--- src/rtl/bash_f_const_gen.sv ---
// ---------------------------------------------------------------------------
// bash_f_const_gen
//
// Generates the round-constant sequence of the bash-f permutation. Each
// constant is derived from the previous one by a Galois-style LFSR step:
//   x' = (x >> 1) ^ (x[0] ? POLY : 0)
// evaluated on the integer view of the word. With BYTE_SWAP=1 the words are
// carried byte-reversed (little-endian byte order), both in the internal
// register and on c_o.
//
// LANES constants are presented per beat. Lane 0 comes from the register and
// the remaining lanes are produced by an unrolled combinational chain of
// steps. A beat is accepted when valid_o && ready_i.
//
// Optional feature macro: BASH_F_CONST_GEN_SEED_EN
//   defined   : extra input seed_i (same encoding as c_o) is loaded on start
//   undefined : C_INIT is always loaded on start
//
// Ports:
//   clk_i    in   1            clock
//   rst_ni   in   1            asynchronous active-low reset
//   start_i  in   1            begin a new sequence (only sampled in IDLE)
//   seed_i   in   SLEN         start seed (only with BASH_F_CONST_GEN_SEED_EN)
//   ready_o  out  1            idle, a start would be accepted
//   c_o      out  LANES*SLEN   constants, lane k = constant index round_o+k
//   valid_o  out  1            c_o holds a valid beat
//   ready_i  in   1            consumer accepts the current beat
//   round_o  out  RW           index of the lane 0 constant
//   last_o   out  1            current beat holds constant ROUNDS-1
//   done_o   out  1            one-cycle pulse after the final beat accepted
// ---------------------------------------------------------------------------
module bash_f_const_gen #(
  parameter int              SLEN      = 64,
  parameter int              LANES     = 1,
  parameter int              ROUNDS    = 24,
  parameter logic [SLEN-1:0] C_INIT    = 64'h3BF5080AC8BA94B1,
  // bash-f LFSR feedback constant
  parameter logic [SLEN-1:0] POLY      = 64'hAED8E07F99E12BDC,
  parameter int              BYTE_SWAP = 1,
  localparam int             RW        = (ROUNDS > 1) ? $clog2(ROUNDS) : 1
) (
  input  logic                  clk_i,
  input  logic                  rst_ni,
  input  logic                  start_i,
`ifdef BASH_F_CONST_GEN_SEED_EN
  input  logic [SLEN-1:0]       seed_i,
`endif
  output logic                  ready_o,
  output logic [LANES*SLEN-1:0] c_o,
  output logic                  valid_o,
  input  logic                  ready_i,
  output logic [RW-1:0]         round_o,
  output logic                  last_o,
  output logic                  done_o
);

  // Reject configurations that cannot produce whole beats or whole bytes.
  if ((ROUNDS % LANES) != 0) begin : g_bad_rounds
    $error("bash_f_const_gen: ROUNDS must be a multiple of LANES");
  end
  if ((SLEN % 8) != 0) begin : g_bad_slen
    $error("bash_f_const_gen: SLEN must be a multiple of 8");
  end

  function automatic logic [SLEN-1:0] byte_rev(input logic [SLEN-1:0] w);
    logic [SLEN-1:0] r;
    r = '0;
    for (int i = 0; i < SLEN / 8; i++) begin
      r[i*8 +: 8] = w[(SLEN/8-1-i)*8 +: 8];
    end
    return r;
  endfunction

  // One LFSR step on an encoded word: decode to integer order, shift with
  // conditional feedback, then re-encode.
  function automatic logic [SLEN-1:0] step(input logic [SLEN-1:0] w);
    logic [SLEN-1:0] x;
    x = (BYTE_SWAP != 0) ? byte_rev(w) : w;
    x = (x >> 1) ^ (x[0] ? POLY : '0);
    return (BYTE_SWAP != 0) ? byte_rev(x) : x;
  endfunction

  localparam logic [SLEN-1:0] SEED_RESET = (BYTE_SWAP != 0) ? byte_rev(C_INIT) : C_INIT;
  localparam logic [RW-1:0]   LAST_ROUND = RW'(ROUNDS - LANES);
  localparam logic [RW-1:0]   ROUND_INC  = RW'(LANES);

  typedef enum logic {
    IDLE = 1'b0,
    RUN  = 1'b1
  } state_t;

  state_t          state;
  logic [SLEN-1:0] word;
  logic [RW-1:0]   round;
  logic            done;
  logic [SLEN-1:0] chain;
  logic [SLEN-1:0] next_word;
  logic [SLEN-1:0] seed_load;
  logic            at_last;

`ifdef BASH_F_CONST_GEN_SEED_EN
  assign seed_load = seed_i;
`else
  assign seed_load = SEED_RESET;
`endif

  // Unrolled lane chain: lane k is the register stepped k times; one more
  // step past the last lane gives the lane 0 value of the next beat.
  always_comb begin
    chain = word;
    c_o   = '0;
    for (int k = 0; k < LANES; k++) begin
      c_o[k*SLEN +: SLEN] = chain;
      chain = step(chain);
    end
    next_word = chain;
  end

  assign at_last = (round == LAST_ROUND);

  // The counter is not advanced on the final beat, so it can never wrap
  // even when ROUNDS is a power of two; it is only cleared by a start.
  always_ff @(posedge clk_i or negedge rst_ni) begin
    if (!rst_ni) begin
      state <= IDLE;
      word  <= SEED_RESET;
      round <= '0;
      done  <= 1'b0;
    end else begin
      done <= 1'b0;
      case (state)
        IDLE: begin
          if (start_i) begin
            word  <= seed_load;
            round <= '0;
            state <= RUN;
          end
        end
        RUN: begin
          if (ready_i) begin
            word <= next_word;
            if (at_last) begin
              state <= IDLE;
              done  <= 1'b1;
            end else begin
              round <= round + ROUND_INC;
            end
          end
        end
        default: state <= IDLE;
      endcase
    end
  end

  assign ready_o = (state == IDLE);
  assign valid_o = (state == RUN);
  assign last_o  = at_last && (state == RUN);
  assign round_o = round;
  assign done_o  = done;

endmodule

--- config.mk ---
export PLATFORM = sky130hd
export DESIGN_NAME = bash_f_const_gen
export DESIGN_NICKNAME = d
export VERILOG_FILES = /design/src/rtl/bash_f_const_gen.sv
export SDC_FILE = /design/constraint.sdc
export NUM_CORES = 1
export LEC_CHECK = 0
export CORE_MARGIN = 5
export CORE_UTILIZATION = 25
export DETAILED_ROUTE_END_ITERATION = 8
export PLACE_DENSITY = 0.49
export SETUP_SLACK_MARGIN = 0.2
export SYNTH_ARGS = -nofsm -noshare
export SYNTH_HDL_FRONTEND = slang
export SYNTH_SLANG_ARGS = --single-unit
--- constraint.sdc ---
create_clock -name clk_i -period 1.5 [get_ports clk_i]
set_input_delay 0.15 -clock clk_i [delete_from_list [all_inputs] [get_ports clk_i]]
set_output_delay 0.15 -clock clk_i [all_outputs]
set_load 0.005 [all_outputs]
### Word level (Yosys, flattened, before mapping)

Cells that the tools add are included.

| storage, ports and cells | value |
|---|---|
| bits in registers | 71 |
| input port bits | 4 |
| output and inout port bits | 73 |

| operators by class | value |
|---|---|
| add/subtract/negate cells | 1 |
| equality and inequality tests | 4 |
| multiplexer cells | 15 |
| bitwise logic cells | 2 |
| reductions and logical operators | 3 |

Operators by type and width:

| kind | number |
|---|---|
| two-way mux 64 bit | 3 |
| case mux 64 bit (2 select lines) | 1 |
| bitwise XOR 63 x 64 -> 64 bit | 1 |
| two-way mux 5 bit | 3 |
| case mux 5 bit (2 select lines) | 1 |
| two-way mux 1 bit | 6 |
| inequality test 2 bit (second input constant) | 3 |
| adder 5 x 1 -> 5 bit (second input constant) | 1 |
| equality test 5 bit (second input constant) | 1 |
| AND reduction 3 bit | 1 |
| case mux 1 bit (2 select lines) | 1 |
| AND reduction 2 bit | 1 |
| logical AND 1 bit | 1 |
| NOT 1 bit | 1 |

### Longest topological paths before layout

Gate-level depths: netlist (run 1).

| logic depth | value |
|---|---|
| word-level depth | 4 |
| gate-level depth with buffers | 6 |

### Worst setup path before layout (run 1)

Ideal clock, no wire load.

| timing path | value |
|---|---|
| path kind | register to register |
| from | reg round[0], in the netlist round_o[0] |
| to | reg round[0], in the netlist round_o[0] |
| library setup time | 0.129 ns |
| data arrival time | 1.205 ns |
| required time | 1.371 ns |
| setup slack | 0.166 ns |
| cell stages (with the launch flop) | 6 |
| clock period less this slack | 1.334 ns |
| path through | dfrtp_1 -> ha_1 -> nand2_1 -> nor3_2 -> nand2b_1 -> o21ai_0 |

| between the ends | value |
|---|---|
| word-level cells in the longest chain between the ends | 4 |
| elaborated cells on any way between the ends | 7 |
| those cells by class | add/sub (1); eq/ne (2); mux (3); reduce/logical (1) |

RTL lines:

| item | RTL line | text |
|---|---|---|
| from (decl) | 94 | `logic [RW-1:0] round;` |
| from (signal assigned) | 146 | `round <= round + ROUND_INC;` |
| adder 5 x 1 -> 5 bit | 146 |  |
| two-way mux 5 bit | 142 | `if (at_last) begin` |
| two-way mux 5 bit | 140 | `if (ready_i) begin` |
| case mux 5 bit (2 select lines) | 131 | `case (state)` |

Several ways; a longest one is shown, not always the timed one. The select of a mux whose other input is x is not followed.
A chain may end at the register's enable or synchronous reset.

### Final worst setup path (run 1)

| timing path | value |
|---|---|
| from | reg state, in the netlist valid_o |
| to | reg word[3], in the netlist c_o[3] |

| between the ends | value |
|---|---|
| word-level cells in the longest chain between the ends | 3 |
| elaborated cells on any way between the ends | 5 |
| those cells by class | eq/ne (2); mux (1); bitwise (1); reduce/logical (1) |

RTL lines:

| item | RTL line | text |
|---|---|---|
| from (decl) | 92 | `state_t state;` |
| from (signal assigned) | 125 | `state <= IDLE;` |
| from (signal assigned) | 136 | `state <= RUN;` |
| from (signal assigned) | 143 | `state <= IDLE;` |
| NOT 1 bit | -- |  |
| inequality test 2 bit (no source line) | -- |  |
| AND reduction 2 bit (no source line) | -- |  |
| to (signal assigned) | 134 | `word <= seed_load;` |
| to (signal assigned) | 141 | `word <= next_word;` |
| to (decl) | 93 | `logic [SLEN-1:0] word;` |

Several ways; a longest one is shown, not always the timed one.

==> key figures, run 1 <==
Run status
  • Status: complete, but fails checks
  • Failing checks: negative setup slack

Clocking
  • Root Buffer: clkbuf_16
  • Clk sinks: 71
  • CTS tree: done
  • Worst skew pair latency: 330 ps
  • Inserted Clock Buffers: 9
  • Clock Path Buffers: 2
  • # H-tree levels: 3
  • Clock transition at path regs: 60 ps

Synthesis
  • Unique masters post-synth: 30
  • Sequential area share after synthesis: 56.4%
  • Synth area leaders: dfrtp_1 33%, dfstp_2 24%, xnor2_1 8.2%, a31oi_1 5.4%, nand2_1 4.8%
  • Synth top area share: 32.7%
  • Simple-gate share of the synthesized area: 12.9%
  • Commonest cells in the netlist: 42 x dfrtp_1, 41 x nand2_1, 31 x nor2_1
  • Post-Syn Area per Cell: 10.3 um^2
  • #FFs+latches synth: 71
  • Prevailing post-synth register cell: dfrtp_1
  • Most instantiated library cell after synthesis: dfrtp_1
  • Mux cell area share after synthesis: 1.17%
  • Mapped Nets: 318
  • Dominant cell type by area after synthesis: dfrtp_1
  • Adder-cell share of the synthesized area: 0.389%
  • Compound-Gate Fraction of Synth Area: 13.1%
  • Mapped Area: 0.00321 mm^2
  • Number of flops mapped to enable cells by yosys: 0
  • Post-synthesis async set-or-reset flop share: 100%
  • Ys Warns: 0
  • Largest family of logic cells by synthesized area: compound AO/OA/AOI/OAI gates
  • XOR/XNOR Fraction of Synth Area: 9.54%
  • Mapped Cells: 313

Power and ir drop
  • Leak: 2.73 nW
  • Total Power: 12.0 mW
  • Power Density: 1950 mW/mm^2
  • Worst VDD drop: 0.655 mV

Routing
  • WL/cell: 17.7 um
  • WL final: 11500 um
  • Detailed-route vias per instance: 4.63
  • Drt pass-1 iters: 4
  • Final ANT Viol Nets: 0
  • Vias: 3012
  • # DRC: 0
  • Iteration-0 DRC Markers: 123

Global routing
  • Vias in the first global route: 3035
  • Pin count of the biggest net entering global routing: 49
  • Grt ovf: 0
  • Initial antenna violation count: 0
  • GRT Overall Usage: 15.2%
  • First-pass GRT wire length: 17400 um

Timing
  • Worst setup margin: -40.1 ps
  • Period utilization: 103%
  • Peak Freq: 0.649 GHz
  • RSZ-0062 raised after global routing: yes
  • Slew HR: 76.5%
  • Fin crit period: 1540 ps
  • Pins over their slew limit: 0
  • Final hold violations: 0
  • Skew final: 5.84 ps
  • Final setup violation count: 24
  • Least-Margin Pin Slew: 345 ps

Worst setup path
  • Crit path from: valid_o$_DFF_PN0_
  • Max Fanout on Critical Path: 8
  • Crit path capture type: flip-flop
  • Crit start category: flip-flop
  • Crit path DAT: 1780 ps
  • Classification of the worst setup path: reg -> reg
  • Worst R2R Start: valid_o$_DFF_PN0_
  • Required @ worst endpoint: 1740 ps

Placed design
  • Gpl congestion: 0.808
  • Port Buffers: 76
  • DP Area: 0.00426 mm^2
  • DP HPWL: 6090 um

Job
  • Maxcap violations: 0

Finish
  • Final #Nets: 478
  • Number of diodes: 0
  • P&R area growth vs syn: 90.4%
  • Register area: 0.00182 mm^2
  • Multi-input logic area: 0.00183 mm^2
  • Filler instances: 1180
  • Layout cells sized above 1: 54.2%
  • Final instance area: 0.00612 mm^2

Floorplan
  • Die width: 123 um
  • Die ar.: 0.0152 mm^2
  • Vertical die dimension: 123 um
  • Row count: 41
  • Initial Utilization: 25.5%
  • Core area: 0.0126 mm^2
  • I/O pin cnt: 77

Worst hold path
  • HP Class: in -> async
placed cells by master, fill, tap and decap left out, drive strengths merged, types with 2 or more instances in the layout:
cell and count:
o21ai 13, xor2 5, a31oi 28, nor3 2, dfrtp 42, nand2b 2, a21oi 3, clkinvlp 3
nand2 41, dfstp 29, nor2 31, xnor2 30, o31ai 17, buf 103, nand3 21, clkinv 2
clkdlybuf4s15 9, clkbuf 13, dlygate4sd2 56, inv 15, bufinv 2
flip-flops by register name, indices dropped and copies added (netlist names):
register  flops
round_o       5
valid_o       1
c_o          64
done_o        1
cell type report:
type                    count  share of cell area [%]
clock buffers               9                    3.68
well taps                 172                    3.52
repair buffers            175                    30.6
flip-flops and latches     71                    29.7
inverters                  15                    1.12
multi-input cells         201                    29.9
clock inverters             7                    1.57
report_power, final:
group	total (mW)	internal [mW]	switching, mW
combinational	5.97	3.32	2.66
clock	2.33	1.46	0.872
sequential	3.66	2.98	0.672
worst paths after layout:
| kind | end | slack [ps] | depth (start not counted) |
|---|---|---|---|
| max | c_o[3]$_DFFE_PN1P_ | -40 | 7 |
| min | round_o[4]$_DFFE_PN0P_ | 280 | 2 |
| max reg2reg | c_o[3]$_DFFE_PN1P_ | -40 | 7 |
| min reg2reg | c_o[10]$_DFFE_PN1P_ | 490 | 2 |
| max in group asynchronous | c_o[19]$_DFFE_PN1P_ | 570 | 3 |
| min in group clk_i | c_o[41]$_DFFE_PN1P_ | 340 | 3 |
metrics by stage:
stage,TNS (ps),instances,utilization (%),setup slack [ps],hold slack (ps)
finish,-272,650,48.5,-40.1,275
global route,-1710,650,48.5,-82.7,305
CTS,-563,632,45.0,-32.3,282
detailed placement,-8.75,553,33.8,-8.75,91.5
global placement,0,553,33.8,54.5,84.9
floorplan,0,313,-,200,-146
critical path: stages (launching register included):
cell and delay, ps:
dfrtp_2 410, buf_6 120, buf_6 100, mux2_4 380, buf_12 160, buf_16 150
nor2_4 90, a31oi_1 50
routing by layer:
metal / share of wire (%) / global-route usage (%)
met1: 47 / 21.5
met5: 0 / 0
met3: 5.5 / 3.52
met2: 46 / 22.9
met4: 1.9 / 5.19
kinds of logic (layout without fill, tap and decap cells):
group	Yosys count	count (layout)
simple gates	99	99
flops	71	71
compound gates	64	64
buf+inv	41	206
xor+xnor	35	35
mux	2	2
fa+ha+maj	1	1
what timing repair did:
action	4_1_cts	5_1_grt
hold endpoints to repair	13	0
cloned	10	3
gates resized for setup	240	66
buffers inserted	52	15
hold buffers	1	0
pin swaps	39	13
setup endpoints to repair	116	89
Power figures use the tool's default switching activity.
==> inputs of run 2 (changes only) <==
--- a/config.mk
+++ b/config.mk
@@ -5,10 +5,10 @@
 export SDC_FILE = /design/constraint.sdc
 export NUM_CORES = 1
 export LEC_CHECK = 0
+export CORE_ASPECT_RATIO = 0.75
 export CORE_MARGIN = 5
 export CORE_UTILIZATION = 25
 export DETAILED_ROUTE_END_ITERATION = 8
-export PLACE_DENSITY = 0.49
 export SETUP_SLACK_MARGIN = 0.2
 export SYNTH_ARGS = -nofsm -noshare
 export SYNTH_HDL_FRONTEND = slang
==> run 2 against run 1 <==
  * The flow still finishes with violations (negative setup slack)
  * Non-clock buffer count grew 3
  * Clock skew shrank 1.2 ps
  * Count of clock-buffer cells in the layout grew 4
  * Utilization grew 1.1 points
  * Hold slack gained 39 ps
  * Global-route usage shrank 0.14 points
  * First-iteration DRC count grew 12%
  * Register-to-register slack is essentially flat
  * Fmax shrank 0.76%
  * Final area grew 0.78%
  * Largest power group unchanged
==> key figures, run 2 (synthesis results as in run 1) <==
Worst hold path
  • HP Class: in -> async

Routing
  • Detailed-route vias per instance: 4.78
  • Vias: 3090
  • Final ANT Viol Nets: 0
  • WL final: 12300 um
  • # DRC: 0
  • WL/cell: 18.9 um
  • Iteration-0 DRC Markers: 138
  • Drt pass-1 iters: 4

Worst setup path
  • Max Fanout on Critical Path: 5
  • Crit-path most repeated cell: buf_6
  • Classification of the worst setup path: reg -> reg
  • Required @ worst endpoint: 1740 ps
  • Crit start category: flip-flop
  • Crit path DAT: 1790 ps
  • Delay-heaviest family, CP: buffers and inverters
  • CP max stage delay: 420 ps
  • Slowest CP cell: dfrtp_2
  • Bufs and invs on worst path: 4
  • CP Cell Sequence: buf_6, buf_6, mux2_4, buf_12, clkbuf_16, nor2_2, a31oi_1
  • Crit path capture type: flip-flop

Floorplan
  • Core area: 0.0124 mm^2
  • Die width: 141 um
  • Initial Utilization: 25.8%
  • Vertical die dimension: 108 um
  • Die ar.: 0.0152 mm^2
  • Row count: 35
  • I/O pin cnt: 77

Finish
  • Multi-input logic area: 0.00184 mm^2
  • Final core area utilization: 49.6%
  • Finished Layout Cells: 647
  • Most frequent cells in the layout: 61 x buf_4, 50 x dlygate4sd2_1, 39 x dfrtp_1
  • Layout cells sized above 1: 53.2%
  • Most common cell after layout, fill and taps aside: buf_4
  • Register area: 0.00182 mm^2
  • Filler instances: 1101
  • P&R area growth vs syn: 91.9%
  • Max reg flops: 64
  • Final #Nets: 481
  • Number of diodes: 0

Clocking
  • Clk sinks: 71
  • # H-tree levels: 3
  • Clock Path Buffers: 2
  • Inserted Clock Buffers: 9
  • CTS tree: done
  • Worst skew pair latency: 340 ps
  • Root Buffer: clkbuf_16
  • Clock transition at path regs: 60 ps

Power and ir drop
  • Internal: 8.03 mW
  • Switch Pwr: 4.38 mW
  • Power Density: 2010 mW/mm^2
  • Worst VDD drop: 0.898 mV
  • Total Power: 12.4 mW
  • Sequential share of power: 30.1%
  • Gate power share: 50.8%
  • Net switching fraction of the power: 35.3%
  • Clk pwr share: 19.1%
  • Leak: 2.74 nW

Placed design
  • Placed Instances: 548
  • DP HPWL: 6070 um
  • Port Buffers: 76
  • Gpl congestion: 0.791
  • Post-Place Setup Slack: 3.50 ps

Timing
  • Least-Margin Pin Slew: 561 ps
  • Peak Freq: 0.644 GHz
  • Final hold violations: 0
  • Worst setup margin: -51.9 ps
  • Pins over their slew limit: 0
  • Fin crit period: 1550 ps
  • RSZ-0062 raised after global routing: yes
  • Period utilization: 103%
  • Skew final: 4.60 ps
  • Final setup violation count: 26
  • Slew HR: 62.6%

Global routing
  • Vias in the first global route: 3040
  • Pin count of the biggest net entering global routing: 49
  • GRT Overall Usage: 15.1%
  • Grt ovf: 0
  • Initial antenna violation count: 0
  • First-pass GRT wire length: 17400 um

Run status
  • Failing checks: negative setup slack
  • Status: complete, but fails checks

Job
  • Maxcap violations: 0
## run 2: worst paths after layout
path                                             to  cells past startpoint          startpoint  slack, ps
worst max-delay path            c_o[12]$_DFFE_PN1P_                      7   valid_o$_DFF_PN0_        -50
worst min-delay path            c_o[42]$_DFFE_PN0P_                      2              rst_ni        310
worst max register to register  c_o[12]$_DFFE_PN1P_                      7   valid_o$_DFF_PN0_        -50
worst min register to register   c_o[0]$_DFFE_PN1P_                      2  c_o[1]$_DFFE_PN1P_        480
max in group asynchronous       c_o[25]$_DFFE_PN1P_                      3              rst_ni        580
min in group clk_i              c_o[18]$_DFFE_PN0P_                      6             ready_i        460
## run 2: power by group through the flow
stage	Combinational (mW)	Clock (mW)	Sequential [mW]
finish	6.31	2.36	3.74
floorplan	1.73	0	3.72
global route	6.76	2.50	3.85
global placement	3.95	0	3.81
detailed placement	4.01	0	3.83
CTS	5.11	2.38	3.76
## run 2: routing by layer
metal	up-vias	track usage, %	part of all wire (%)
met5	-	0	0
met4	0	3.80	1.6
li1	1396	-	-
met2	101	24.3	49
met1	1573	20.0	44
met3	20	4.55	5.8
## run 2: final cells by class
class	count	area share (%)
clock inverters	3	1.05
multi-input cells	201	29.8
inverters	15	1.03
repair buffers	178	31.1
well taps	166	3.37
flip-flops and latches	71	29.5
clock buffers	13	4.22
## run 2: timing repair
action / CTS / global route
resized for setup: 199 / 115
setup endpoints to repair: 110 / 96
hold buffers: 1 / 0
gates cloned: 11 / 3
endpoints found under the hold margin: 23 / 0
pin swaps: 34 / 39
buffers inserted: 44 / 24
## run 2: per-stage QoR
stage	area, um^2	hold slack [ps]	setup TNS [ps]
after floorplan	3220	-146	0
after global placement	4250	131	0
after detailed placement	4250	134	0
after CTS	5540	330	-711
after global routing	6170	367	-1940
final	6170	314	-465
==> inputs of run 3 (changes only) <==
--- a/config.mk
+++ b/config.mk
@@ -9,6 +9,7 @@
 export CORE_MARGIN = 5
 export CORE_UTILIZATION = 25
 export DETAILED_ROUTE_END_ITERATION = 8
+export REMOVE_ABC_BUFFERS = 1
 export SETUP_SLACK_MARGIN = 0.2
 export SYNTH_ARGS = -nofsm -noshare
 export SYNTH_HDL_FRONTEND = slang
==> run 3 against run 2 <==
  * The flow now finishes without violations
  * Final area is 13% lower
  * Flip-flop and latch count unchanged
  * Power shrank 12%
  * Final cell count is 3.2% lower
  * Combinational power is 21% lower
  * Non-clock buffer count decreased by 25
  * Highest routed layer unchanged
  * First-iteration DRC count down 11%
  * Clock skew up 0.80 ps
  * Fmax up 7.1%
  * Count of clock-buffer cells in the layout decreased by 1
  * Register-to-register slack better by 100 ps
  * Sequential share of layout area rose by 4.3 points
==> key figures, run 3 (synthesis results as in run 1) <==
Power and ir drop
  • Switch Pwr: 3.63 mW
  • Total Power: 10.9 mW
  • Clk pwr share: 21.0%
  • Worst VDD drop: 0.798 mV
  • Gate power share: 46.0%
  • Power Density: 2030 mW/mm^2
  • Internal: 7.28 mW
  • Sequential share of power: 33.0%
  • Leak: 2.41 nW
  • Net switching fraction of the power: 33.3%

Clocking
  • CTS tree: done
  • Inserted Clock Buffers: 9
  • Clock transition at path regs: 60 ps
  • Clock Path Buffers: 2
  • Clk sinks: 71
  • Root Buffer: clkbuf_16
  • # H-tree levels: 3
  • Worst skew pair latency: 330 ps

Finish
  • Layout cells sized above 1: 39.6%
  • Filler instances: 1200
  • Final #Nets: 460
  • Multi-input logic area: 0.00154 mm^2
  • Most frequent cells in the layout: 55 x buf_4, 55 x dlygate4sd2_1, 41 x dfrtp_1
  • Register area: 0.00181 mm^2
  • Number of diodes: 0
  • Finished Layout Cells: 626
  • P&R area growth vs syn: 67.3%
  • Max reg flops: 64

Worst setup path
  • Critical Path Sink: round_o[0]$_DFFE_PN0P_
  • R2R depth: 8
  • Worst R2R Start: round_o[1]$_DFFE_PN0P_
  • Classification of the worst setup path: reg -> reg
  • R2R setup slack: 50 ps
  • Max Fanout on Critical Path: 6
  • Crit path DAT: 1670 ps
  • Crit start category: flip-flop
  • Required @ worst endpoint: 1720 ps
  • Crit path capture type: flip-flop
  • RR Endpoint: round_o[0]$_DFFE_PN0P_
  • Crit path from: round_o[1]$_DFFE_PN0P_

Global routing
  • First-pass GRT wire length: 16200 um
  • Pin count of the biggest net entering global routing: 72
  • Initial antenna violation count: 0
  • Vias in the first global route: 2879
  • Grt ovf: 0
  • GRT Overall Usage: 13.6%

Timing
  • Period utilization: 96.6%
  • Skew final: 5.41 ps
  • Slew HR: 71.4%
  • Pins over their slew limit: 0
  • Peak Freq: 0.690 GHz
  • Final hold violations: 0
  • Final setup violation count: 0
  • RSZ-0062 raised after global routing: yes
  • Least-Margin Pin Slew: 428 ps
  • Fin crit period: 1450 ps

Floorplan
  • Vertical die dimension: 108 um
  • Core area: 0.0124 mm^2
  • Initial Utilization: 25.8%
  • Row count: 35
  • Die width: 141 um
  • Die ar.: 0.0152 mm^2
  • I/O pin cnt: 77

Routing
  • WL final: 11000 um
  • Drt pass-1 iters: 5
  • Iteration-0 DRC Markers: 123
  • Final ANT Viol Nets: 0
  • WL/cell: 17.5 um
  • # DRC: 0
  • Vias: 2956
  • Detailed-route vias per instance: 4.72

Job
  • Maxcap violations: 0

Placed design
  • Gpl congestion: 0.756
  • Port Buffers: 76
  • DP HPWL: 5790 um
  • Placed Instances: 548

Worst hold path
  • HP Class: in -> async

Run status
  • Status: finished, final reports clean
-- run 3: changes by cell type in the layout (fill, tap and decap cells not counted), sizes merged --
cell and delta:
dlygate4sd2 +5, buf -21, clkinv +1, clkbuf -9, mux2 +4, bufbuf -1
-- run 3: worst min path at each step --
stage | from | slack (ps) | depth (start not counted) | to
2_1_floorplan | rst_ni | -150 | 0 | c_o[11]$_DFFE_PN0P_
4_1_cts | ready_i | 390 | 3 | c_o[40]$_DFFE_PN0P_
6_report | rst_ni | 370 | 3 | c_o[53]$_DFFE_PN0P_
5_1_grt | rst_ni | 420 | 3 | c_o[54]$_DFFE_PN0P_
3_3_place_gp | rst_ni | 190 | 2 | c_o[53]$_DFFE_PN0P_
3_5_place_dp | rst_ni | 200 | 2 | c_o[53]$_DFFE_PN0P_
-- run 3: area by class of cell --
type,instances,share of cell area (%)
clock buffer,12,4.58
clock inverter,4,1.30
inverter,15,1.09
multi-input combinational,205,28.7
sequential,71,33.7
tap,166,3.86
timing repair buffer,153,26.8
-- run 3: per-layer routing --
metal	global-route usage (%)	share of wire [%]	wire, um
met1	18.6	47	5130
met2	20.4	46	5090
met3	4.95	6.0	658
met4	3.67	0.90	99
met5	0	0	0
-- run 3: critical path, stage by stage (launching register included) --
cell and delay (ps):
dfrtp_1 380, ha_2 210, nand2_2 70, nor3_4 140, buf_4 140, buf_6 80
buf_6 110, nand2b_4 140, o21ai_2 50
-- run 3: power groups by stage --
stage	Combinational, mW	Clock (mW)	Sequential [mW]
2_1_floorplan	1.48	0	3.85
3_3_place_gp	3.88	0	3.76
3_5_place_dp	3.95	0	3.79
4_1_cts	4.37	2.34	3.59
5_1_grt	5.46	2.44	3.73
6_report	5.01	2.29	3.60
-- run 3: timing repair --
item	4_1_cts	5_1_grt
setup buffers	46	8
pin swaps	9	8
gates cloned	3	4
setup endpoints to repair	142	92
hold buffers	1	0
endpoints found under the hold margin	42	0
gates resized for setup	126	70
-- run 3: metrics by stage --
stage	setup slack (ps)	hold WS, ps	instance area [um^2]	setup TNS, ps	util (%)
floorplan	-1130	-146	3060	-48530	-
global placement	-61.0	189	4220	-107	33.9
detailed placement	-88.1	198	4220	-392	33.9
CTS	51.8	385	4990	0	40.1
global route	3.08	425	5380	0	43.2
finish	50.4	373	5380	0	43.2
